File: src/rtl/pet_io_hub_pkg.sv
// pet_io_pkg: shared FSM state, hub register map and defaults
// for the PET I/O hub.
package pet_io_pkg;

  typedef enum logic [1:0] {
    IDLE,
    STROBE,
    WAIT,
    DONE
  } state_t;

  localparam logic [2:0] REG_PEND = 3'd0;
  localparam logic [2:0] REG_MASK = 3'd1;
  localparam logic [2:0] REG_EDGE = 3'd2;
  localparam logic [2:0] REG_ACK  = 3'd3;
  localparam logic [2:0] REG_TMO  = 3'd4;

  localparam int TIMEOUT_DEF = 15;

endpackage

File: src/rtl/pet_io_hub_if.sv
// pet_io_hub_if: CPU-side bus plus peripheral slot bus
// of the PET I/O hub.
interface pet_io_hub_if #(
  parameter int NSLOT = 4
);
  logic               ce;
  logic               cs;
  logic               we;
  logic [7:0]         addr;
  logic [7:0]         data_in;
  logic [7:0]         data_out;
  logic               cpu_rdy;
  logic               irq;
  logic [NSLOT-1:0]   slot_strobe;
  logic               slot_we;
  logic [7:0]         slot_addr;
  logic [7:0]         slot_wdata;
  logic [8*NSLOT-1:0] slot_rdata;
  logic [NSLOT-1:0]   slot_ack;
  logic [NSLOT-1:0]   slot_irq;

  modport master (
    output ce, cs, we, addr, data_in,
    output slot_rdata, slot_ack, slot_irq,
    input  data_out, cpu_rdy, irq,
    input  slot_strobe, slot_we,
    input  slot_addr, slot_wdata
  );

  modport slave (
    input  ce, cs, we, addr, data_in,
    input  slot_rdata, slot_ack, slot_irq,
    output data_out, cpu_rdy, irq,
    output slot_strobe, slot_we,
    output slot_addr, slot_wdata
  );

endinterface

File: src/rtl/pet_io_hub_irq.sv
// pet_irq_ctrl: per-slot mask, level/edge mode and
// W1C pending latch feeding one registered IRQ line.
module pet_irq_ctrl
  import pet_io_pkg::*;
#(
  parameter int               NSLOT    = 4,
  parameter logic [NSLOT-1:0] MASK_RST = '1
) (
  input  logic             clk,
  input  logic             reset_n,
  input  logic [NSLOT-1:0] slot_irq,
  input  logic             wr,
  input  logic [2:0]       waddr,
  input  logic [NSLOT-1:0] wdata,
  output logic [NSLOT-1:0] pending,
  output logic [NSLOT-1:0] mask,
  output logic [NSLOT-1:0] edge_mode,
  output logic             irq
);

  logic [NSLOT-1:0] prev;
  logic [NSLOT-1:0] clr;
  logic [NSLOT-1:0] rise;
  logic [NSLOT-1:0] pend_d;

  assign clr  = (wr && waddr == REG_ACK) ? wdata : '0;
  assign rise = slot_irq & ~prev;
  // a fresh edge beats a simultaneous acknowledge
  assign pend_d = (edge_mode & (rise | (pending & ~clr)))
                | (~edge_mode & slot_irq);

  always_ff @(posedge clk or negedge reset_n) begin
    if (!reset_n) begin
      prev      <= '0;
      pending   <= '0;
      mask      <= MASK_RST;
      edge_mode <= '0;
      irq       <= 1'b0;
    end else begin
      prev    <= slot_irq;
      pending <= pend_d;
      irq     <= |(pending & mask);
      if (wr && waddr == REG_MASK) mask <= wdata;
      if (wr && waddr == REG_EDGE) edge_mode <= wdata;
    end
  end

endmodule

File: src/rtl/pet_io_hub.sv
// pet_io_hub: I/O page decode onto one-hot slots with ack
// wait states, timeout flags and the interrupt controller.
module pet_io_hub
  import pet_io_pkg::*;
#(
  parameter int               NSLOT    = 4,
  parameter int               SEL_LSB  = 4,
  parameter int               TIMEOUT  = TIMEOUT_DEF,
  parameter logic [NSLOT-1:0] MASK_RST = '1
) (
  input logic         clk,
  input logic         reset_n,
  pet_io_hub_if.slave bus
);

  localparam logic [7:0] TMO_CNT = 8'(TIMEOUT);

  state_t           state_q;
  state_t           state_d;
  logic [NSLOT-1:0] sel;
  logic [NSLOT-1:0] lsel;
  logic [NSLOT-1:0] acc;
  logic [NSLOT-1:0] tmo;
  logic [NSLOT-1:0] pending;
  logic [NSLOT-1:0] mask;
  logic [NSLOT-1:0] edge_mode;
  logic [7:0]       cnt;
  logic [7:0]       dout;
  logic [7:0]       hub_rd;
  logic [7:0]       slot_rd;
  logic [7:0]       s_addr;
  logic [7:0]       s_wdata;
  logic             s_we;
  logic             rdy;
  logic             idle;
  logic             take;
  logic             hub;
  logic             hub_wr;
  logic             fin;
  logic             tmo_hit;

  assign sel     = bus.addr[SEL_LSB +: NSLOT] & {NSLOT{bus.cs}};
  assign idle    = (state_q == IDLE) || (state_q == DONE);
  assign take    = idle && bus.ce && bus.cs;
  assign hub     = take && (sel == '0);
  assign hub_wr  = hub && bus.we;
  assign fin     = (state_q == WAIT) && (acc == lsel);
  assign tmo_hit = (state_q == WAIT) && !fin && (cnt == TMO_CNT);

  always_comb begin
    state_d = state_q;
    unique case (state_q)
      IDLE, DONE:
        if (bus.ce)
          state_d = !bus.cs ? IDLE
                  : (sel != '0) ? STROBE : DONE;
      STROBE:  state_d = WAIT;
      WAIT:    if (fin || tmo_hit) state_d = DONE;
      default: state_d = IDLE;
    endcase
  end

  always_comb begin
    hub_rd = 8'hFF;
    case (bus.addr[2:0])
      REG_PEND: hub_rd = 8'(pending);
      REG_MASK: hub_rd = 8'(mask);
      REG_EDGE: hub_rd = 8'(edge_mode);
      REG_ACK:  hub_rd = 8'h00;
      REG_TMO:  hub_rd = 8'(tmo);
      default:  hub_rd = 8'hFF;
    endcase
  end

  // unacked slots float high, as on the original wired-AND bus
  always_comb begin
    slot_rd = 8'hFF;
    for (int i = 0; i < NSLOT; i++)
      if (acc[i]) slot_rd = slot_rd & bus.slot_rdata[8*i +: 8];
  end

  always_ff @(posedge clk or negedge reset_n) begin
    if (!reset_n) begin
      state_q <= IDLE;
      dout    <= 8'hFF;
      rdy     <= 1'b1;
      s_we    <= 1'b0;
      s_addr  <= '0;
      s_wdata <= '0;
      lsel    <= '0;
      acc     <= '0;
      cnt     <= '0;
      tmo     <= '0;
    end else begin
      state_q <= state_d;
      if (take) begin
        s_we    <= bus.we;
        s_addr  <= bus.addr;
        s_wdata <= bus.data_in;
        lsel    <= sel;
        if (!hub) rdy <= 1'b0;
        else if (!bus.we) dout <= hub_rd;
      end
      if (state_q == STROBE) begin
        acc <= bus.slot_ack & lsel;
        cnt <= '0;
      end else if (state_q == WAIT && !fin && !tmo_hit) begin
        acc <= acc | (bus.slot_ack & lsel);
        cnt <= cnt + 8'd1;
      end
      if (fin || tmo_hit) begin
        dout <= slot_rd;
        rdy  <= 1'b1;
      end
      if (tmo_hit)
        tmo <= tmo | (lsel & ~acc);
      else if (hub_wr && bus.addr[2:0] == REG_TMO)
        tmo <= tmo & ~bus.data_in[NSLOT-1:0];
    end
  end

  assign bus.data_out    = dout;
  assign bus.cpu_rdy     = rdy;
  assign bus.slot_strobe = (state_q == STROBE) ? lsel : '0;
  assign bus.slot_we     = s_we;
  assign bus.slot_addr   = s_addr;
  assign bus.slot_wdata  = s_wdata;

  pet_irq_ctrl #(
    .NSLOT    (NSLOT),
    .MASK_RST (MASK_RST)
  ) u_irq (
    .clk       (clk),
    .reset_n   (reset_n),
    .slot_irq  (bus.slot_irq),
    .wr        (hub_wr),
    .waddr     (bus.addr[2:0]),
    .wdata     (bus.data_in[NSLOT-1:0]),
    .pending   (pending),
    .mask      (mask),
    .edge_mode (edge_mode),
    .irq       (bus.irq)
  );

endmodule

File: src/flat_wrapper.sv
// flat-port wrapper written by rule: the top's interface ports become plain ports
module pet_io_hub_flat import pet_io_pkg::*;
#(
  parameter int               NSLOT    = 4,
  parameter int               SEL_LSB  = 4,
  parameter int               TIMEOUT  = TIMEOUT_DEF,
  parameter logic [NSLOT-1:0] MASK_RST = '1
)
  (clk, reset_n, bus_ce, bus_cs, bus_we, bus_addr, bus_data_in, bus_slot_rdata, bus_slot_ack, bus_slot_irq, bus_data_out, bus_cpu_rdy, bus_irq, bus_slot_strobe, bus_slot_we, bus_slot_addr, bus_slot_wdata);
  pet_io_hub_if #(.NSLOT(NSLOT)) bus_i ();
  input logic clk;
  input logic reset_n;
  input wire logic [$bits(bus_i.ce)-1:0] bus_ce;
  input wire logic [$bits(bus_i.cs)-1:0] bus_cs;
  input wire logic [$bits(bus_i.we)-1:0] bus_we;
  input wire logic [$bits(bus_i.addr)-1:0] bus_addr;
  input wire logic [$bits(bus_i.data_in)-1:0] bus_data_in;
  input wire logic [$bits(bus_i.slot_rdata)-1:0] bus_slot_rdata;
  input wire logic [$bits(bus_i.slot_ack)-1:0] bus_slot_ack;
  input wire logic [$bits(bus_i.slot_irq)-1:0] bus_slot_irq;
  output wire logic [$bits(bus_i.data_out)-1:0] bus_data_out;
  output wire logic [$bits(bus_i.cpu_rdy)-1:0] bus_cpu_rdy;
  output wire logic [$bits(bus_i.irq)-1:0] bus_irq;
  output wire logic [$bits(bus_i.slot_strobe)-1:0] bus_slot_strobe;
  output wire logic [$bits(bus_i.slot_we)-1:0] bus_slot_we;
  output wire logic [$bits(bus_i.slot_addr)-1:0] bus_slot_addr;
  output wire logic [$bits(bus_i.slot_wdata)-1:0] bus_slot_wdata;
  assign bus_i.ce = bus_ce;
  assign bus_i.cs = bus_cs;
  assign bus_i.we = bus_we;
  assign bus_i.addr = bus_addr;
  assign bus_i.data_in = bus_data_in;
  assign bus_i.slot_rdata = bus_slot_rdata;
  assign bus_i.slot_ack = bus_slot_ack;
  assign bus_i.slot_irq = bus_slot_irq;
  assign bus_data_out = bus_i.data_out;
  assign bus_cpu_rdy = bus_i.cpu_rdy;
  assign bus_irq = bus_i.irq;
  assign bus_slot_strobe = bus_i.slot_strobe;
  assign bus_slot_we = bus_i.slot_we;
  assign bus_slot_addr = bus_i.slot_addr;
  assign bus_slot_wdata = bus_i.slot_wdata;
  pet_io_hub #(.NSLOT(NSLOT), .SEL_LSB(SEL_LSB), .TIMEOUT(TIMEOUT), .MASK_RST(MASK_RST)) u_core (.clk(clk), .reset_n(reset_n), .bus(bus_i));
endmodule
File: config.mk
export PLATFORM = sky130hd
export DESIGN_NAME = pet_io_hub_flat
export DESIGN_NICKNAME = d
export VERILOG_FILES = /design/src/rtl/pet_io_hub_pkg.sv /design/src/rtl/pet_io_hub_if.sv /design/src/rtl/pet_io_hub_irq.sv /design/src/rtl/pet_io_hub.sv /design/src/flat_wrapper.sv
export SDC_FILE = /design/constraint.sdc
export NUM_CORES = 1
export LEC_CHECK = 0
export CAP_MARGIN = 40
export CELL_PAD_IN_SITES_DETAIL_PLACEMENT = 1
export CELL_PAD_IN_SITES_GLOBAL_PLACEMENT = 1
export CORE_ASPECT_RATIO = 0.8
export CORE_MARGIN = 2
export CORE_UTILIZATION = 31
export DETAILED_ROUTE_END_ITERATION = 8
export PLACE_DENSITY_LB_ADDON = 0.15
export SETUP_SLACK_MARGIN = 0.02
export SYNTH_ARGS = -nofsm -noshare
export SYNTH_HDL_FRONTEND = slang
export SYNTH_SLANG_ARGS = --single-unit
File: constraint.sdc
create_clock -name clk -period 2.3 [get_ports clk]
set_clock_uncertainty 0.15 [all_clocks]
set_input_delay 0.46 -clock clk [delete_from_list [all_inputs] [get_ports clk]]
set_output_delay 0.46 -clock clk [all_outputs]
set_load 0.05 [all_outputs]
==> impl_table.tex, run 1 <==
\begin{tabular}{lr}
\hline
Metric & Value \\
\hline
\multicolumn{2}{l}{\textbf{Run status}} \\
Run status & finished with violations \\
Violated checks & hold timing \\
\multicolumn{2}{l}{\textbf{Power}} \\
Cell Pwr Density & 1300 mW/mm² \\
Part of the total power dissipated in combinational logic & 0.462 \\
Worst VDD drop & 0.707 mV \\
Net Sw Power & $\sim$0.0026 W \\
Cell Int Power & roughly 0.0037 W \\
LEAKAGE & 2.15 nW \\
Net Sw Frac & 0.408 \\
Part of the power in registers & 0.287 \\
Share of power burned in the clock network & 0.252 \\
\multicolumn{2}{l}{\textbf{Die}} \\
Full die area & 0.0110 mm² \\
Horiz. Die Dim & 117 µm \\
Initial Util & 0.324 \\
Overall die height & around 94 µm \\
Number of core rows & 32 \\
Core area & $\sim$0.0098 mm² \\
Boundary Pins & 92 \\
\multicolumn{2}{l}{\textbf{Worst setup path}} \\
WS Path Type & primary input to flip-flop \\
Crit path arrival time & between 2000 and 2500 ps \\
Critical Path Start Type & primary input \\
Reg2Reg Launch Point & u\_core.cnt[5] \\
Depth of the worst register-to-register path & 5 \\
Register-to-register setup slack & roughly 110 ps \\
Worst EP required & roughly 2400 ps \\
Reg2reg end & u\_core.acc[3] \\
Maximum fanout along the worst path & 5 \\
Critical path endpoint category & flip-flop \\
\multicolumn{2}{l}{\textbf{Synth}} \\
Number of synthesized flops with an enable pin & 0 \\
Post-synthesis average cell area & between 9 and 10 µm² \\
Total of flip-flops plus latches after synthesis & 65 \\
Mapped Cells & 317 \\
Number of library cell types mapped by synthesis & 48 \\
Synth Flop Type & sky130\_fd\_sc\_hd\_\_dfrtp\_1 \\
Largest area contributor in the netlist & sky130\_fd\_sc\_hd\_\_dfrtp\_1 \\
Syn Nets & 385 \\
Top cells by area, synth & sky130\_fd\_sc\_hd\_\_dfrtp\_1 41\%, sky130\_fd\_sc\_hd\_\_dfstp\_2 11\%, sky130\_fd\_sc\_hd\_\_nand2\_1 8.9\% \\
Most common library cells after synthesis & 75 x sky130\_fd\_sc\_hd\_\_nand2\_1, 52 x sky130\_fd\_sc\_hd\_\_dfrtp\_1, 23 x sky130\_fd\_sc\_hd\_\_o22ai\_1 \\
Area share of the largest cell type after synthesis & 0.411 \\
Part of the Yosys area used for sequential elements & 0.519 \\
Cell with the most instances after synthesis & sky130\_fd\_sc\_hd\_\_nand2\_1 \\
Synth Cell Area & 0.00316 mm² \\
Asr flop ratio synth & 1.00 \\
Total number of yosys warnings & 0 \\
\multicolumn{2}{l}{\textbf{Global route}} \\
Number of antenna violations at the first check in global routing & 0 \\
Total global routing track utilization & 0.184 \\
Total global routing overflow & 0 \\
Largest net degree at the start of global routing & 66 \\
Wire length of the first global-routing pass & roughly 15000 µm \\
Vias in the first global route & about 3000 \\
\multicolumn{2}{l}{\textbf{Detailed routing}} \\
Post-detailed-route via-to-cell ratio & 4.99 \\
Antenna viol nets, final & 0 \\
Wire length after detailed routing & 10000 µm \\
Remaining design rule violation count & 0 \\
Average detailed-routed wire length per instance & 17.4 µm \\
Count of TritonRoute iterations in the first routing pass & 4 \\
Number of DRC violations after detailed-routing iteration 0 & around 90 \\
Total via count in the routed design & 2857 \\
\multicolumn{2}{l}{\textbf{CTS}} \\
Number of clock sinks & 65 \\
Cts bufs inserted & 9 \\
TritonCTS clock tree & built \\
Number of buffers inserted for hold repair after clock tree synthesis & 0 \\
Clock latency at the later pin of the worst-skew pair & around 330 ps \\
Number of H-tree levels & 3 \\
Max Root-Sink Buffers & 2 \\
Clock-pin slew on the worst setup and hold paths & approximately 50 ps \\
Setup bufs post-CTS & 0 \\
Master cell of the clock root buffer & sky130\_fd\_sc\_hd\_\_clkbuf\_16 \\
\multicolumn{2}{l}{\textbf{Place}} \\
Placer's final routability congestion estimate & about 0.76 \\
Count of input and output buffers & just over 90 \\
HPWL after detailed placement & 7210 µm \\
\multicolumn{2}{l}{\textbf{Final layout}} \\
\# nets final & 500 \\
Synth-to-Final Area Change & 52.1\% \\
Fraction of layout cells with a size suffix above 1 & 0.192 \\
ANT cells & 0 \\
\multicolumn{2}{l}{\textbf{STA}} \\
Final setup violation count & 0 \\
Fraction of the cycle the final worst path needs & 0.965 \\
Slew Viols, Final & 0 \\
RSZ-0062 raised after global routing & true \\
Worst hold slack & -1.11 ps \\
Worst-case headroom to the max-slew limit & 0.642 \\
Final worst path period need & 2220 ps \\
Slew at the pin with the worst max-slew slack & 536 ps \\
Fmax & between 400 and 500 MHz \\
Total count of hold-check failures in the final report & 3 \\
Setup TNS & 0 ps \\
\multicolumn{2}{l}{\textbf{Run}} \\
Number of max-cap violations & 0 \\
\multicolumn{2}{l}{\textbf{Min path}} \\
Worst min-delay path category & primary input to async pin \\
\hline
\end{tabular}
==> power groups by stage <==
stage	clock, W	combinational (W)	sequential (W)
after CTS	0.00161	0.00292	0.00179
final	0.00157	0.00289	0.00179
after global routing	0.00166	0.00311	0.00184
after global placement	0	0.00286	0.00179
after detailed placement	0	0.00291	0.00181
after floorplan	0	0.00101	0.00253
==> flip-flops by register name, indices dropped and copies added (netlist names), 4 cells and up <==
name and flops:
u_core.u_irq.prev 4, u_core.bus.slot_addr 8, u_core.lsel 4, u_core.cnt 8
u_core.acc 4, u_core.tmo 4, u_core.u_irq.mask 4, u_core.u_irq.pending 4
u_core.bus.slot_wdata 8, u_core.u_irq.edge_mode 4, u_core.bus.data_out 8
==> layout by cell type, fill, tap and decap left out, types with 9 or more instances in the layout <==
cell type,instances
sky130_fd_sc_hd__clkdlybuf4s50_1,77
sky130_fd_sc_hd__dfstp_2,13
sky130_fd_sc_hd__nor2_1,13
sky130_fd_sc_hd__a21oi_1,17
sky130_fd_sc_hd__nand3_1,10
sky130_fd_sc_hd__o22ai_1,23
sky130_fd_sc_hd__buf_4,26
sky130_fd_sc_hd__clkbuf_16,9
sky130_fd_sc_hd__nand2_1,75
sky130_fd_sc_hd__dfrtp_1,52
==> worst max path at each step <==
| stage | startpoint | end | cells after the start |
|---|---|---|---|
| after global placement | bus_addr[7] | u_core.u_irq.pending[0] | 6 |
| after floorplan | bus_addr[7] | u_core.u_irq.mask[0] | 5 |
| after CTS | u_core.bus.cpu_rdy | bus_cpu_rdy | 1 |
| final | bus_addr[6] | u_core.u_irq.edge_mode[0] | 5 |
| after detailed placement | bus_addr[7] | u_core.u_irq.pending[0] | 6 |
| after global routing | u_core.state_q[0] | u_core.tmo[0] | 7 |
==> layer usage <==
layer	routed length (µm)	part of all wire	GRT usage	vias up
li1	-	-	-	1356
met1	4700	0.47	0.248	1415
met2	4620	0.46	0.297	80
met3	605	0.061	0.0520	6
met4	78	0.0078	0.0382	0
met5	0	0	0	-
==> layout make-up <==
type / instances / area, µm²
inverter: 9 / 33.8
timing repair buffer: 118 / 1190
sequential: 65 / 1640
tap: 136 / 170
clock buffer: 10 / 229
clock inverter: 6 / 115
multi-input combinational: 229 / 1430
fill: 1126 / 4960
==> critical path: stages <==
cell                              delay (ps)
sky130_fd_sc_hd__clkdlybuf4s50_1         430
sky130_fd_sc_hd__or4_4                   610
sky130_fd_sc_hd__nor3_1                  290
sky130_fd_sc_hd__nand3_2                 180
sky130_fd_sc_hd__mux2_2                  310
==> metrics by stage <==
stage	utilization	instances	setup WS [ps]	cell area [µm²]	power, W
3_3_place_gp	0.456	557	-253	4450	0.00465
6_report	0.493	573	80.3	4810	0.00625
4_1_cts	0.491	573	22.3	4800	0.00633
3_5_place_dp	0.456	557	-299	4450	0.00472
2_1_floorplan	-	317	97.4	3160	0.00355
5_1_grt	0.493	573	5.13	4810	0.00661
==> kinds of logic (layout without fill, tap and decap cells) <==
logic type / after synthesis / in the layout / share of synthesized area
buffers and inverters: 23 / 143 / 0.0309
DFF: 65 / 65 / 0.519
AOI/OAI and AO/OA: 75 / 75 / 0.161
muxes: 15 / 15 / 0.0558
xor gates and xnor gates: 4 / 4 / 0.0111
and+or+nand+nor: 128 / 128 / 0.194
adders and majority gates: 7 / 7 / 0.0277
==> what timing repair did <==
item	CTS	global route
hold endpoints to repair	0	0
setup endpoints to repair	4	10
gates resized for setup	3	6
pin swaps	0	2
(Power assumes the default switching activity.)
==> inputs of run 2 (changes only) <==
--- a/config.mk
+++ b/config.mk
@@ -14,6 +14,7 @@
 export DETAILED_ROUTE_END_ITERATION = 8
 export PLACE_DENSITY_LB_ADDON = 0.15
 export SETUP_SLACK_MARGIN = 0.02
+export SLEW_MARGIN = 10
 export SYNTH_ARGS = -nofsm -noshare
 export SYNTH_HDL_FRONTEND = slang
 export SYNTH_SLANG_ARGS = --single-unit
==> results of run 2 <==
Same layout as run 1: the final DEF is identical, and so are final timing and power.
